`config.mk`:
```
export PLATFORM = sky130hd
export DESIGN_NAME = firebird7_in_gate1_tessent_tdr_sel_w3_flat
export DESIGN_NICKNAME = d
export VERILOG_FILES = /design/src/rtl/firebird7_in_gate1_tessent_tdr_sel_w3_pkg.sv /design/src/rtl/firebird7_in_gate1_tessent_tdr_sel_w3_if.sv /design/src/rtl/firebird7_in_gate1_tessent_tdr_sel_w3.sv /design/src/flat_wrapper.sv
export SDC_FILE = /design/constraint.sdc
export NUM_CORES = 1
export LEC_CHECK = 0
export ABC_AREA = 1
export ABC_CLOCK_PERIOD_IN_PS = 1200
export CAP_MARGIN = 25
export CORE_AREA = 2 2 39 41
export CTS_CLUSTER_SIZE = 20
export DETAILED_ROUTE_END_ITERATION = 10
export DIE_AREA = 0 0 41 43
export PLACE_DENSITY = 0.63
export RECOVER_POWER = 25
export SLEW_MARGIN = 20
export SYNTH_ARGS = -nofsm -noshare
export SYNTH_HDL_FRONTEND = slang
export SYNTH_SLANG_ARGS = --single-unit
```
`constraint.sdc`:
```
create_clock -name ijtag_tck -period 1.2 [get_ports ijtag_tck]
set_input_delay 0.3 -clock ijtag_tck [delete_from_list [all_inputs] [get_ports ijtag_tck]]
set_output_delay 0.3 -clock ijtag_tck [all_outputs]
set_load 0.05 [all_outputs]
```
`src/rtl/firebird7_in_gate1_tessent_tdr_sel_w3_pkg.sv`:
```
// ============================================================================
// Module  : firebird7_in_gate1_tessent_tdr_pkg
// Brief   : Shared types and helpers for the gate1 select/data IJTAG TDR.
// Revision: 1.0  initial release
// ============================================================================
`default_nettype none

package firebird7_in_gate1_tessent_tdr_pkg;

  localparam int unsigned TDR_DATA_W = 3;

  typedef struct packed {
    logic                  sel;
    logic [TDR_DATA_W-1:0] data;
  } tdr_word_t;

  // Bit that, appended to the word, makes the total count of ones even.
  function automatic logic even_parity(input tdr_word_t word);
    return ^word;
  endfunction

endpackage

`default_nettype wire

```
`src/rtl/firebird7_in_gate1_tessent_tdr_sel_w3_if.sv`:
```
// ============================================================================
// Module  : firebird7_in_gate1_tessent_tdr_sel_w3_if
// Brief   : IJTAG segment controls plus mux-facing outputs of the gate1 TDR.
//           parity_error exists only when FIREBIRD7_TDR_PARITY_EN is defined.
// Revision: 1.0  initial release
// ============================================================================
`default_nettype none

interface firebird7_in_gate1_tessent_tdr_sel_w3_if #(
  parameter int unsigned DATA_WIDTH = 3
);

  logic                  ijtag_sel;
  logic                  ijtag_ce;
  logic                  ijtag_se;
  logic                  ijtag_ue;
  logic                  ijtag_si;
  logic                  ijtag_so;
  logic [DATA_WIDTH-1:0] functional_data_in;
  logic                  ijtag_select;
  logic [DATA_WIDTH-1:0] ijtag_data_out;
`ifdef FIREBIRD7_TDR_PARITY_EN
  logic                  parity_error;
`endif

  modport master (
    output ijtag_sel, ijtag_ce, ijtag_se, ijtag_ue, ijtag_si, functional_data_in,
    input  ijtag_so, ijtag_select, ijtag_data_out
`ifdef FIREBIRD7_TDR_PARITY_EN
    , input parity_error
`endif
  );

  modport slave (
    input  ijtag_sel, ijtag_ce, ijtag_se, ijtag_ue, ijtag_si, functional_data_in,
    output ijtag_so, ijtag_select, ijtag_data_out
`ifdef FIREBIRD7_TDR_PARITY_EN
    , output parity_error
`endif
  );

endinterface

`default_nettype wire

```
`src/rtl/firebird7_in_gate1_tessent_tdr_sel_w3.sv`:
```
// ============================================================================
// Module  : firebird7_in_gate1_tessent_tdr_sel_w3
// Brief   : Leaf IJTAG TDR driving the gate1 mux select/data; optional chain
//           parity guard via macro FIREBIRD7_TDR_PARITY_EN.
// Revision: 1.0  initial release
// ============================================================================
`default_nettype none

module firebird7_in_gate1_tessent_tdr_sel_w3
  import firebird7_in_gate1_tessent_tdr_pkg::*;
#(
  parameter int unsigned          DATA_WIDTH = TDR_DATA_W,
  parameter logic [DATA_WIDTH-1:0] RESET_DATA = '0
) (
  input  logic                                   ijtag_tck,
  input  logic                                   ijtag_reset,
  firebird7_in_gate1_tessent_tdr_sel_w3_if.slave tdr
);

`ifdef FIREBIRD7_TDR_PARITY_EN
  localparam int unsigned c_chain_len = DATA_WIDTH + 2;
`else
  localparam int unsigned c_chain_len = DATA_WIDTH + 1;
`endif

  logic [c_chain_len-1:0] r_shift;
  tdr_word_t              r_upd;
  tdr_word_t              w_cap_word;
  logic [c_chain_len-1:0] w_capture;

  // Capture reflects the live shadow select, not what is sitting in the chain.
  assign w_cap_word.sel  = r_upd.sel;
  assign w_cap_word.data = tdr.functional_data_in;

`ifdef FIREBIRD7_TDR_PARITY_EN
  logic r_parity_error;
  assign w_capture = {even_parity(w_cap_word), w_cap_word};
`else
  assign w_capture = w_cap_word;
`endif

  always_ff @(posedge ijtag_tck or negedge ijtag_reset) begin
    if (!ijtag_reset) begin
      r_shift <= '0;
    end else if (tdr.ijtag_sel) begin
      if (tdr.ijtag_ce) begin
        r_shift <= w_capture;
      end else if (tdr.ijtag_se) begin
        r_shift <= {tdr.ijtag_si, r_shift[c_chain_len-1:1]};
      end
    end
  end

  // Shadow stage on the falling edge keeps the mux inputs stable while shifting.
  always_ff @(negedge ijtag_tck or negedge ijtag_reset) begin
    if (!ijtag_reset) begin
      r_upd.sel  <= 1'b0;
      r_upd.data <= RESET_DATA;
`ifdef FIREBIRD7_TDR_PARITY_EN
      r_parity_error <= 1'b0;
`endif
    end else if (tdr.ijtag_sel && tdr.ijtag_ue) begin
`ifdef FIREBIRD7_TDR_PARITY_EN
      if (^r_shift) begin
        r_parity_error <= 1'b1;
      end else begin
        r_upd <= tdr_word_t'(r_shift[DATA_WIDTH:0]);
      end
`else
      r_upd <= tdr_word_t'(r_shift[DATA_WIDTH:0]);
`endif
    end
  end

  assign tdr.ijtag_so       = r_shift[0];
  assign tdr.ijtag_select   = r_upd.sel;
  assign tdr.ijtag_data_out = r_upd.data;
`ifdef FIREBIRD7_TDR_PARITY_EN
  assign tdr.parity_error   = r_parity_error;
`endif

endmodule

`default_nettype wire

```
`src/flat_wrapper.sv`:
```
// flat-port wrapper written by rule: the top's interface ports become plain ports
module firebird7_in_gate1_tessent_tdr_sel_w3_flat import firebird7_in_gate1_tessent_tdr_pkg::*;
#(
  parameter int unsigned          DATA_WIDTH = TDR_DATA_W,
  parameter logic [DATA_WIDTH-1:0] RESET_DATA = '0
)
  (ijtag_tck, ijtag_reset, tdr_ijtag_sel, tdr_ijtag_ce, tdr_ijtag_se, tdr_ijtag_ue, tdr_ijtag_si, tdr_functional_data_in, tdr_ijtag_so, tdr_ijtag_select, tdr_ijtag_data_out);
  firebird7_in_gate1_tessent_tdr_sel_w3_if #(.DATA_WIDTH(DATA_WIDTH)) tdr_i ();
  input  logic ijtag_tck;
  input  logic ijtag_reset;
  input wire logic [$bits(tdr_i.ijtag_sel)-1:0] tdr_ijtag_sel;
  input wire logic [$bits(tdr_i.ijtag_ce)-1:0] tdr_ijtag_ce;
  input wire logic [$bits(tdr_i.ijtag_se)-1:0] tdr_ijtag_se;
  input wire logic [$bits(tdr_i.ijtag_ue)-1:0] tdr_ijtag_ue;
  input wire logic [$bits(tdr_i.ijtag_si)-1:0] tdr_ijtag_si;
  input wire logic [$bits(tdr_i.functional_data_in)-1:0] tdr_functional_data_in;
  output wire logic [$bits(tdr_i.ijtag_so)-1:0] tdr_ijtag_so;
  output wire logic [$bits(tdr_i.ijtag_select)-1:0] tdr_ijtag_select;
  output wire logic [$bits(tdr_i.ijtag_data_out)-1:0] tdr_ijtag_data_out;
  assign tdr_i.ijtag_sel = tdr_ijtag_sel;
  assign tdr_i.ijtag_ce = tdr_ijtag_ce;
  assign tdr_i.ijtag_se = tdr_ijtag_se;
  assign tdr_i.ijtag_ue = tdr_ijtag_ue;
  assign tdr_i.ijtag_si = tdr_ijtag_si;
  assign tdr_i.functional_data_in = tdr_functional_data_in;
  assign tdr_ijtag_so = tdr_i.ijtag_so;
  assign tdr_ijtag_select = tdr_i.ijtag_select;
  assign tdr_ijtag_data_out = tdr_i.ijtag_data_out;
  firebird7_in_gate1_tessent_tdr_sel_w3 #(.DATA_WIDTH(DATA_WIDTH), .RESET_DATA(RESET_DATA)) u_core (.ijtag_tck(ijtag_tck), .ijtag_reset(ijtag_reset), .tdr(tdr_i));
endmodule
```
# Word level (Yosys, flattened, before mapping)
# Cells that the tools add are included.
# Widths: inputs -> output; s select.
[op_classes]
muxes = 2
reduce_logical = 3
[op_table]
columns = ["op", "n"]
rows = [
  ["$mux 4", 2],
  ["$reduce_and 2->1", 1],
  ["$reduce_bool 2->1", 1],
  ["$logic_and 1x1->1", 1],
]
[totals]
in_bits = 10
word_cells = 8
output_inout_bits = 5
ff_bits = 8

# Logic depth before layout (Yosys ltp)
# Gate-level depths: netlist of run 1.
[depth]
depth_word = 2
mapped_depth = 5
mapped_depth_nobuf = 5

==> results of run 1 <==
[cell usage after synthesis]
| master | number |
|---|---|
| inv_2 | 1 |
| nor2_4 | 1 |
| inv_1 | 1 |
| nand3_1 | 4 |
| dfrtp_1 | 4 |
| nand2_1 | 33 |
| dfrtn_1 | 4 |
| nor2_1 | 1 |
| o21ai_1 | 1 |
[state kept, by name, summed over array words and instances, names as in the netlist]
register                   flops
u_core.r_shift                 4
u_core.tdr.ijtag_data_out      3
u_core.tdr.ijtag_select        1
[timing repair]
action                                  in CTS  in global routing
pin swaps                                    1                  1
gates resized for setup                      9                  2
setup buffers                                3                  3
endpoints found under the setup margin      10                 10
hold buffers                                 0                  0
[power by group]
part           switching [mW]  internal, mW  leakage (nW)  total, mW
combinational           0.202         0.247         0.295      0.449
sequential             0.0369         0.316         0.102      0.353
clock                  0.0952         0.127        0.0150      0.223
[per-layer routing]
layer  vias up  global-route usage [%]  share of wire [%]
li1        228                       -                  -
met1       184                    16.3                 41
met2        16                    21.6                 51
met3         2                    3.14                6.2
met4         0                    12.0                2.5
met5         -                       0                  0
[area by class of cell]
class                           instances  area [um^2]
Tap cell                               16         20.0
Fill cell                             145          618
Sequential cell                         8          201
Multi-Input combinational cell         40          174
Timing Repair Buffer                   33          337
Inverter                                2         7.51
Clock buffer                            4         26.3
[through the flow]
step,power (mW),setup TNS [ns],worst slack (ns)
4_1_cts,1.02,-2.77,-0.585
6_report,1.02,-2.71,-0.579
3_5_place_dp,0.765,-4.92,-0.611
2_1_floorplan,0.506,-2.12,-0.391
3_3_place_gp,0.759,-4.80,-0.592
5_1_grt,1.09,-2.99,-0.605
[cell families (layout without fill, tap and decap cells)]
family,Yosys count,count (layout)
buf+inv,2,39
flops,8,8
compound gates,1,1
simple gates,39,39
[worst paths after layout]
check                                                           end  slack (ns)  cells after the start
max reg2reg                           u_core.r_shift[3]$_DFFE_PN0P_       -0.23                      5
max                                                tdr_ijtag_select       -0.58                      1
min in group asynchronous             u_core.r_shift[2]$_DFFE_PN0P_        0.57                      2
min                        u_core.tdr.ijtag_data_out[2]$_DFFE_NN0P_        0.51                      2
max in group asynchronous  u_core.tdr.ijtag_data_out[2]$_DFFE_NN0P_        0.12                      1
min reg2reg                u_core.tdr.ijtag_data_out[2]$_DFFE_NN0P_        0.51                      2
==> impl_metrics.ini, run 1 <==
[setup_path]
crit_path_cell_trace = buf_12
slowest_stage = dfrtn_1
r2r_start = u_core.tdr.ijtag_select$_DFFE_NN0P_
slowest_delay_ns = 0.46
cp-start-kind = register
end_kind = output pin
path_class = reg2out
critPathBufInv = 1
crit_path_start = u_core.tdr.ijtag_select$_DFFE_NN0P_
crit_family = flip-flops
crit_path_max_fanout = 2
cp.arrival_ns = 1.48
required_ns = 0.90

[clock_network]
path_clk_slew_ns = 0.04
clock_path_buffers = 2
h-tree-depth = 1
cts_made_buffers = 3
cts.sink_count = 8
clock_latency_ns = 0.26
cts_tree = done
cts-root-buf = clkbuf_4

[flow_run]
maxCapViolations = 0

[power_and_ir_drop]
irDropWorstVdd_mv = 0.607
p_per_area_nw_per_um2 = 1340
power.leakage_nw = 0.411

[synth]
ys_seq_area_share_pct = 53.9
syn_area_um2 = 372
synth_top_area_share_pct = 33.3
synth_seq_cells = 8
synth_compound_area_share_pct = 1.35
ys_types = 9
synth-simple-area-share_pct = 42.8
synth_top_family_by_area = simple AND/OR/NAND/NOR gates
yosys-top-cells-area = nand2_1 33%, dfrtn_1 27%, dfrtp_1 27%
yosys.area_share.adder_pct = 0
yosys.area_share.xor_xnor_pct = 0
ys_warn_count = 0
synth_nets = 60
avgSynthCellArea_um2 = 7.43
synth.largest_area_cell = nand2_1
yosys-mux-area-fraction_pct = 0
syn-instance-count = 50

[detailed_routing]
postRouteAntennaNets = 0
drt_iter0_drc = 4
drc_errors = 0
vias = 430
drtPass1Iterations = 3
vias_per_cell = 4.17
routed_wl_um = 975
wire_per_inst_um = 9.47

[floorplanning]
die_h_um = 43
die_x_um = 41
start_util_pct = 26.9
dieArea_um2 = 1760
core_area_um2 = 1380
num_rows = 14
num_io_pins = 15

[layout]
layout_common_cells = 31 x nand2_1, 15 x buf_4, 6 x clkdlybuf4s50_1
final_cell_area_um2 = 766
final_common_cell = nand2_1
nNetsFinal = 98
drive_gt1_share_pct = 39.1
num_antenna_cells = 0
final_util_pct = 55.3
finalNonFillerCells = 103
area_growth_pct = 106

[place]
dpl.hpwl_um = 739
placed_cells = 94
postPlaceCellArea_um2 = 696
gp_congestion = 0.680
port_buffers = 14

[outcome]
status = finished with violations
violations = setup timing

[global_route]
grt_antenna_before_repair = 0
grt_max_degree = 7
track_usage_pct = 14.4
grt_remaining_overflow = 0
grt_first_pass_wirelength_mm = 1.64
grt_pass1_vias = 437

[timing]
rsz0062_at_grt = true
finalSetupViolCount = 10
worst_pin_slew_ns = 0.302
layout_setup_ws_ns = -0.579
slew_headroom_pct = 79.8
slew_viol_final = 0
finalClockSkew_ns = 0.00938
hold_violations = 0
holdWs_ns = 0.508

[min_path]
holdCritPathClass = reg2reg
hold_start = u_core.tdr.ijtag_data_out[2]$_DFFE_NN0P_
(Power assumes the default switching activity.)
==> inputs of run 2 (changes only) <==
--- a/config.mk
+++ b/config.mk
@@ -7,12 +7,14 @@
 export LEC_CHECK = 0
 export ABC_AREA = 1
 export ABC_CLOCK_PERIOD_IN_PS = 1200
-export CAP_MARGIN = 25
+export CAP_MARGIN = 20
+export CELL_PAD_IN_SITES_DETAIL_PLACEMENT = 1
+export CELL_PAD_IN_SITES_GLOBAL_PLACEMENT = 1
 export CORE_AREA = 2 2 39 41
 export CTS_CLUSTER_SIZE = 20
 export DETAILED_ROUTE_END_ITERATION = 10
 export DIE_AREA = 0 0 41 43
-export PLACE_DENSITY = 0.63
+export PLACE_DENSITY = 0.82
 export RECOVER_POWER = 25
 export SLEW_MARGIN = 20
 export SYNTH_ARGS = -nofsm -noshare
==> impl_metrics.ini, run 2 (synthesis gave the netlist of run 1 again) <==
[setup_path]
required_ns = 0.90
crit_family = flip-flops
critPathBufInv = 1
slowest_stage = dfrtn_1
crit_path_max_fanout = 2
cp.arrival_ns = 1.48
crit_path_cell_trace = buf_12
cp-start-kind = register
slowest_delay_ns = 0.46
end_kind = output pin
path_class = reg2out

[layout]
regMostFlops = u_core.r_shift
drive_gt1_share_pct = 40.2
nFillCells = 175
largest_register_ffs = 4
area_growth_pct = 100
layout_common_cells = 30 x nand2_1, 9 x buf_4, 5 x clkdlybuf4s50_1, 5 x buf_12
num_antenna_cells = 0
final_cell_area_um2 = 744
nNetsFinal = 93
final_common_cell = nand2_1

[clock_network]
clock_latency_ns = 0.26
cts.sink_count = 8
clock_path_buffers = 2
cts_tree = done
cts-root-buf = clkbuf_4
h-tree-depth = 1
cts_hold_buf = 0
cts_made_buffers = 3
path_clk_slew_ns = 0.05

[timing]
slew_viol_final = 0
slew_headroom_pct = 81.6
finalClockSkew_ns = 0.0144
worst_pin_slew_ns = 0.275
layout_setup_ws_ns = -0.579
finalSetupViolCount = 10
rsz0062_at_grt = true
setup_tns_ns = -2.76
holdWs_ns = 0.489
hold_violations = 0

[power_and_ir_drop]
power.leakage_nw = 0.398
p_per_area_nw_per_um2 = 1370
finalPower_mw = 1.02
irDropWorstVdd_mv = 0.622

[floorplanning]
core_area_um2 = 1380
num_io_pins = 15
dieArea_um2 = 1760
die_h_um = 43
start_util_pct = 26.9
die_x_um = 41
num_rows = 14

[place]
port_buffers = 14
dpl.hpwl_um = 864
dp_slack_ns = -0.623
postPlaceCellArea_um2 = 666
gp_congestion = 0.769

[global_route]
track_usage_pct = 16.1
grt_max_degree = 8
grt_antenna_before_repair = 0
grt_first_pass_wirelength_mm = 1.88
grt_remaining_overflow = 0
grt_pass1_vias = 462

[outcome]
violations = setup timing
status = finished with violations

[detailed_routing]
vias_per_cell = 4.61
drtPass1Iterations = 4
wire_per_inst_um = 12.3
drt_iter0_drc = 4
routed_wl_mm = 1.20
drc_errors = 0
vias = 452
postRouteAntennaNets = 0

[flow_run]
maxCapViolations = 0

[min_path]
holdCritPathClass = reg2reg
run 2: per-layer routing:
metal  GRT usage, %  vias to the layer above  wire (um)
met5              0                        -          0
met4           10.0                        0          0
met3           3.14                        0         86
met2           27.8                       21        641
met1           16.1                      212        472
li1               -                      219          -
run 2: report_power, final:
group | internal (mW) | total [mW] | switching [mW]
Clock | 0.128 | 0.229 | 0.102
Combinational | 0.230 | 0.437 | 0.207
Sequential | 0.316 | 0.356 | 0.0396
run 2: timing repair:
action                                  4_1_cts  5_1_grt
cloned                                        0        0
pin swaps                                     1        1
resized for setup                            12        7
setup buffers                                 3        2
endpoints found under the setup margin       13       13
run 2: cell type report:
type	instances	area [um^2]	area share (%)
timing repair buffer	28	299	40.2
multi-input combinational	40	190	25.5
sequential	8	201	27.1
tap	16	20.0	2.69
inverter	2	7.51	1.01
clock buffer	4	26.3	3.53
run 2: final timing paths:
kind	from	endpoint	slack, ns	cells after the start
worst max register to register	u_core.tdr.ijtag_select$_DFFE_NN0P_	u_core.r_shift[3]$_DFFE_PN0P_	-0.25	5
worst min-delay path	u_core.tdr.ijtag_data_out[0]$_DFFE_NN0P_	u_core.tdr.ijtag_data_out[0]$_DFFE_NN0P_	0.49	2
worst max-delay path	u_core.tdr.ijtag_data_out[1]$_DFFE_NN0P_	tdr_ijtag_data_out[1]	-0.58	1
worst min register to register	u_core.tdr.ijtag_data_out[0]$_DFFE_NN0P_	u_core.tdr.ijtag_data_out[0]$_DFFE_NN0P_	0.49	2
min in group asynchronous	ijtag_reset	u_core.r_shift[1]$_DFFE_PN0P_	0.60	2
max in group asynchronous	ijtag_reset	u_core.tdr.ijtag_data_out[2]$_DFFE_NN0P_	0.14	1
run 2: per-stage QoR:
stage               utilization [%]  instances
finish                         53.8         98
global route                   53.8         98
CTS                            52.0         97
detailed placement             48.1         90
global placement               48.1         90
floorplan                         -         50
run 2: worst register-to-register path: stages (launching register included):
cell,delay (ns)
dfrtn_1,0.46
buf_6,0.12
nand2_2,0.04
nand2_2,0.04
nand2_1,0.05
nand2_1,0.07
==> inputs of run 3 (changes only) <==
--- a/config.mk
+++ b/config.mk
@@ -14,8 +14,9 @@
 export CTS_CLUSTER_SIZE = 20
 export DETAILED_ROUTE_END_ITERATION = 10
 export DIE_AREA = 0 0 41 43
-export PLACE_DENSITY = 0.82
+export PLACE_DENSITY_LB_ADDON = 0.1
 export RECOVER_POWER = 25
+export SKIP_LAST_GASP = 1
 export SLEW_MARGIN = 20
 export SYNTH_ARGS = -nofsm -noshare
 export SYNTH_HDL_FRONTEND = slang
==> impl_metrics.ini, run 3 (synthesis gave the netlist of run 1 again) <==
[detailed_routing]
drt_iter0_drc = 2
routed_wl_mm = 1.19
drtPass1Iterations = 3
wire_per_inst_um = 12.2
postRouteAntennaNets = 0
vias = 434
vias_per_cell = 4.43
drc_errors = 0

[clock_network]
clock_latency_ns = 0.26
clock_path_buffers = 2
h-tree-depth = 1
cts.sink_count = 8
cts_hold_buf = 0
path_clk_slew_ns = 0.05
cts-root-buf = clkbuf_4
cts_tree = done
cts_made_buffers = 3

[outcome]
status = finished with violations
violations = setup timing

[flow_run]
maxCapViolations = 0

[timing]
hold_violations = 0
worst_pin_slew_ns = 0.280
slew_viol_final = 0
slew_headroom_pct = 81.2
finalSetupViolCount = 10
layout_setup_ws_ns = -0.592
setup_tns_ns = -2.85
holdWs_ns = 0.499
finalClockSkew_ns = 0.0111
rsz0062_at_grt = true

[layout]
multi_input_area_um2 = 189
finalNonFillerCells = 98
final_common_cell = nand2_1
regArea_um2 = 201
nNetsFinal = 93
drive_gt1_share_pct = 39.0
regMostFlops = u_core.r_shift
num_antenna_cells = 0
layout_common_cells = 31 x nand2_1, 10 x buf_4, 6 x clkdlybuf4s50_1
nFillCells = 173
largest_register_ffs = 4
area_growth_pct = 100

[setup_path]
cp-start-kind = register
crit_family = flip-flops
required_ns = 0.90
critPathBufInv = 1
slowest_stage = dfrtn_1
crit_path_cell_trace = buf_12
path_class = reg2out
end_kind = output pin
cp.arrival_ns = 1.49
slowest_delay_ns = 0.47
crit_path_max_fanout = 2

[place]
gp_congestion = 0.667
placed_cells = 89
port_buffers = 14
dpl.hpwl_um = 802

[power_and_ir_drop]
irDropWorstVdd_mv = 0.586
power.leakage_nw = 0.388
p_per_area_nw_per_um2 = 1360

[min_path]
holdCritPathClass = reg2reg

[floorplanning]
core_area_um2 = 1380
dieArea_um2 = 1760
die_h_um = 43
die_x_um = 41
num_rows = 14
num_io_pins = 15
start_util_pct = 26.9

[global_route]
track_usage_pct = 16.1
grt_antenna_before_repair = 0
grt_first_pass_wirelength_mm = 1.81
grt_remaining_overflow = 0
grt_max_degree = 6
grt_pass1_vias = 443
## run 3: cell count changes in the layout (fill, tap and decap cells not counted), sizes merged
| cell | previous run | this run |
|---|---|---|
| dlymetal6s2s | 1 | 0 |
| buf | 20 | 19 |
| clkdlybuf4s50 | 5 | 6 |
| clkdlybuf4s15 | 0 | 1 |
## run 3: path summary, 6_finish.rpt
kind / from / to / slack (ns) / depth (start not counted)
setup / recovery: u_core.tdr.ijtag_select$_DFFE_NN0P_ / tdr_ijtag_select / -0.59 / 1
hold / removal: u_core.tdr.ijtag_data_out[0]$_DFFE_NN0P_ / u_core.tdr.ijtag_data_out[0]$_DFFE_NN0P_ / 0.50 / 2
setup reg to reg: u_core.tdr.ijtag_select$_DFFE_NN0P_ / u_core.r_shift[3]$_DFFE_PN0P_ / -0.28 / 5
hold reg to reg: u_core.tdr.ijtag_data_out[0]$_DFFE_NN0P_ / u_core.tdr.ijtag_data_out[0]$_DFFE_NN0P_ / 0.50 / 2
max in group asynchronous: ijtag_reset / u_core.tdr.ijtag_data_out[2]$_DFFE_NN0P_ / 0.15 / 1
min in group asynchronous: ijtag_reset / u_core.r_shift[1]$_DFFE_PN0P_ / 0.59 / 2
## run 3: timing repair
item	in CTS	in global routing
setup endpoints to repair	10	10
cloned	0	0
pin swaps	1	0
resized for setup	11	3
buffers inserted	5	0
## run 3: report_power, final
part	internal, mW	leakage (nW)	switching, mW
Sequential	0.316	0.102	0.0429
Clock	0.128	0.0150	0.0992
Combinational	0.224	0.271	0.202
## run 3: cell type report
class	count	share of cell area (%)
flip-flops and latches	8	27.1
well taps	16	2.69
repair buffers	28	40.2
inverters	2	1.01
multi-input cells	40	25.4
clock buffers	4	3.54
## run 3: per-stage QoR
step                worst slack [ns]  util (%)  instance area [um^2]  power [mW]
finish                        -0.592      53.7                   743        1.01
global route                  -0.618      53.7                   743        1.07
CTS                           -0.602      53.1                   734        1.01
detailed placement            -0.608      47.6                   658       0.743
global placement              -0.596      47.6                   658       0.738
floorplan                     -0.391         -                   380       0.506
## run 3: metal layers
metal / vias to the layer above / GRT usage (%) / routed length [um]
li1: 220 / - / -
met1: 193 / 16.9 / 507
met2: 17 / 26.3 / 599
met3: 4 / 1.57 / 45
met4: 0 / 14.0 / 38
met5: - / 0 / 0
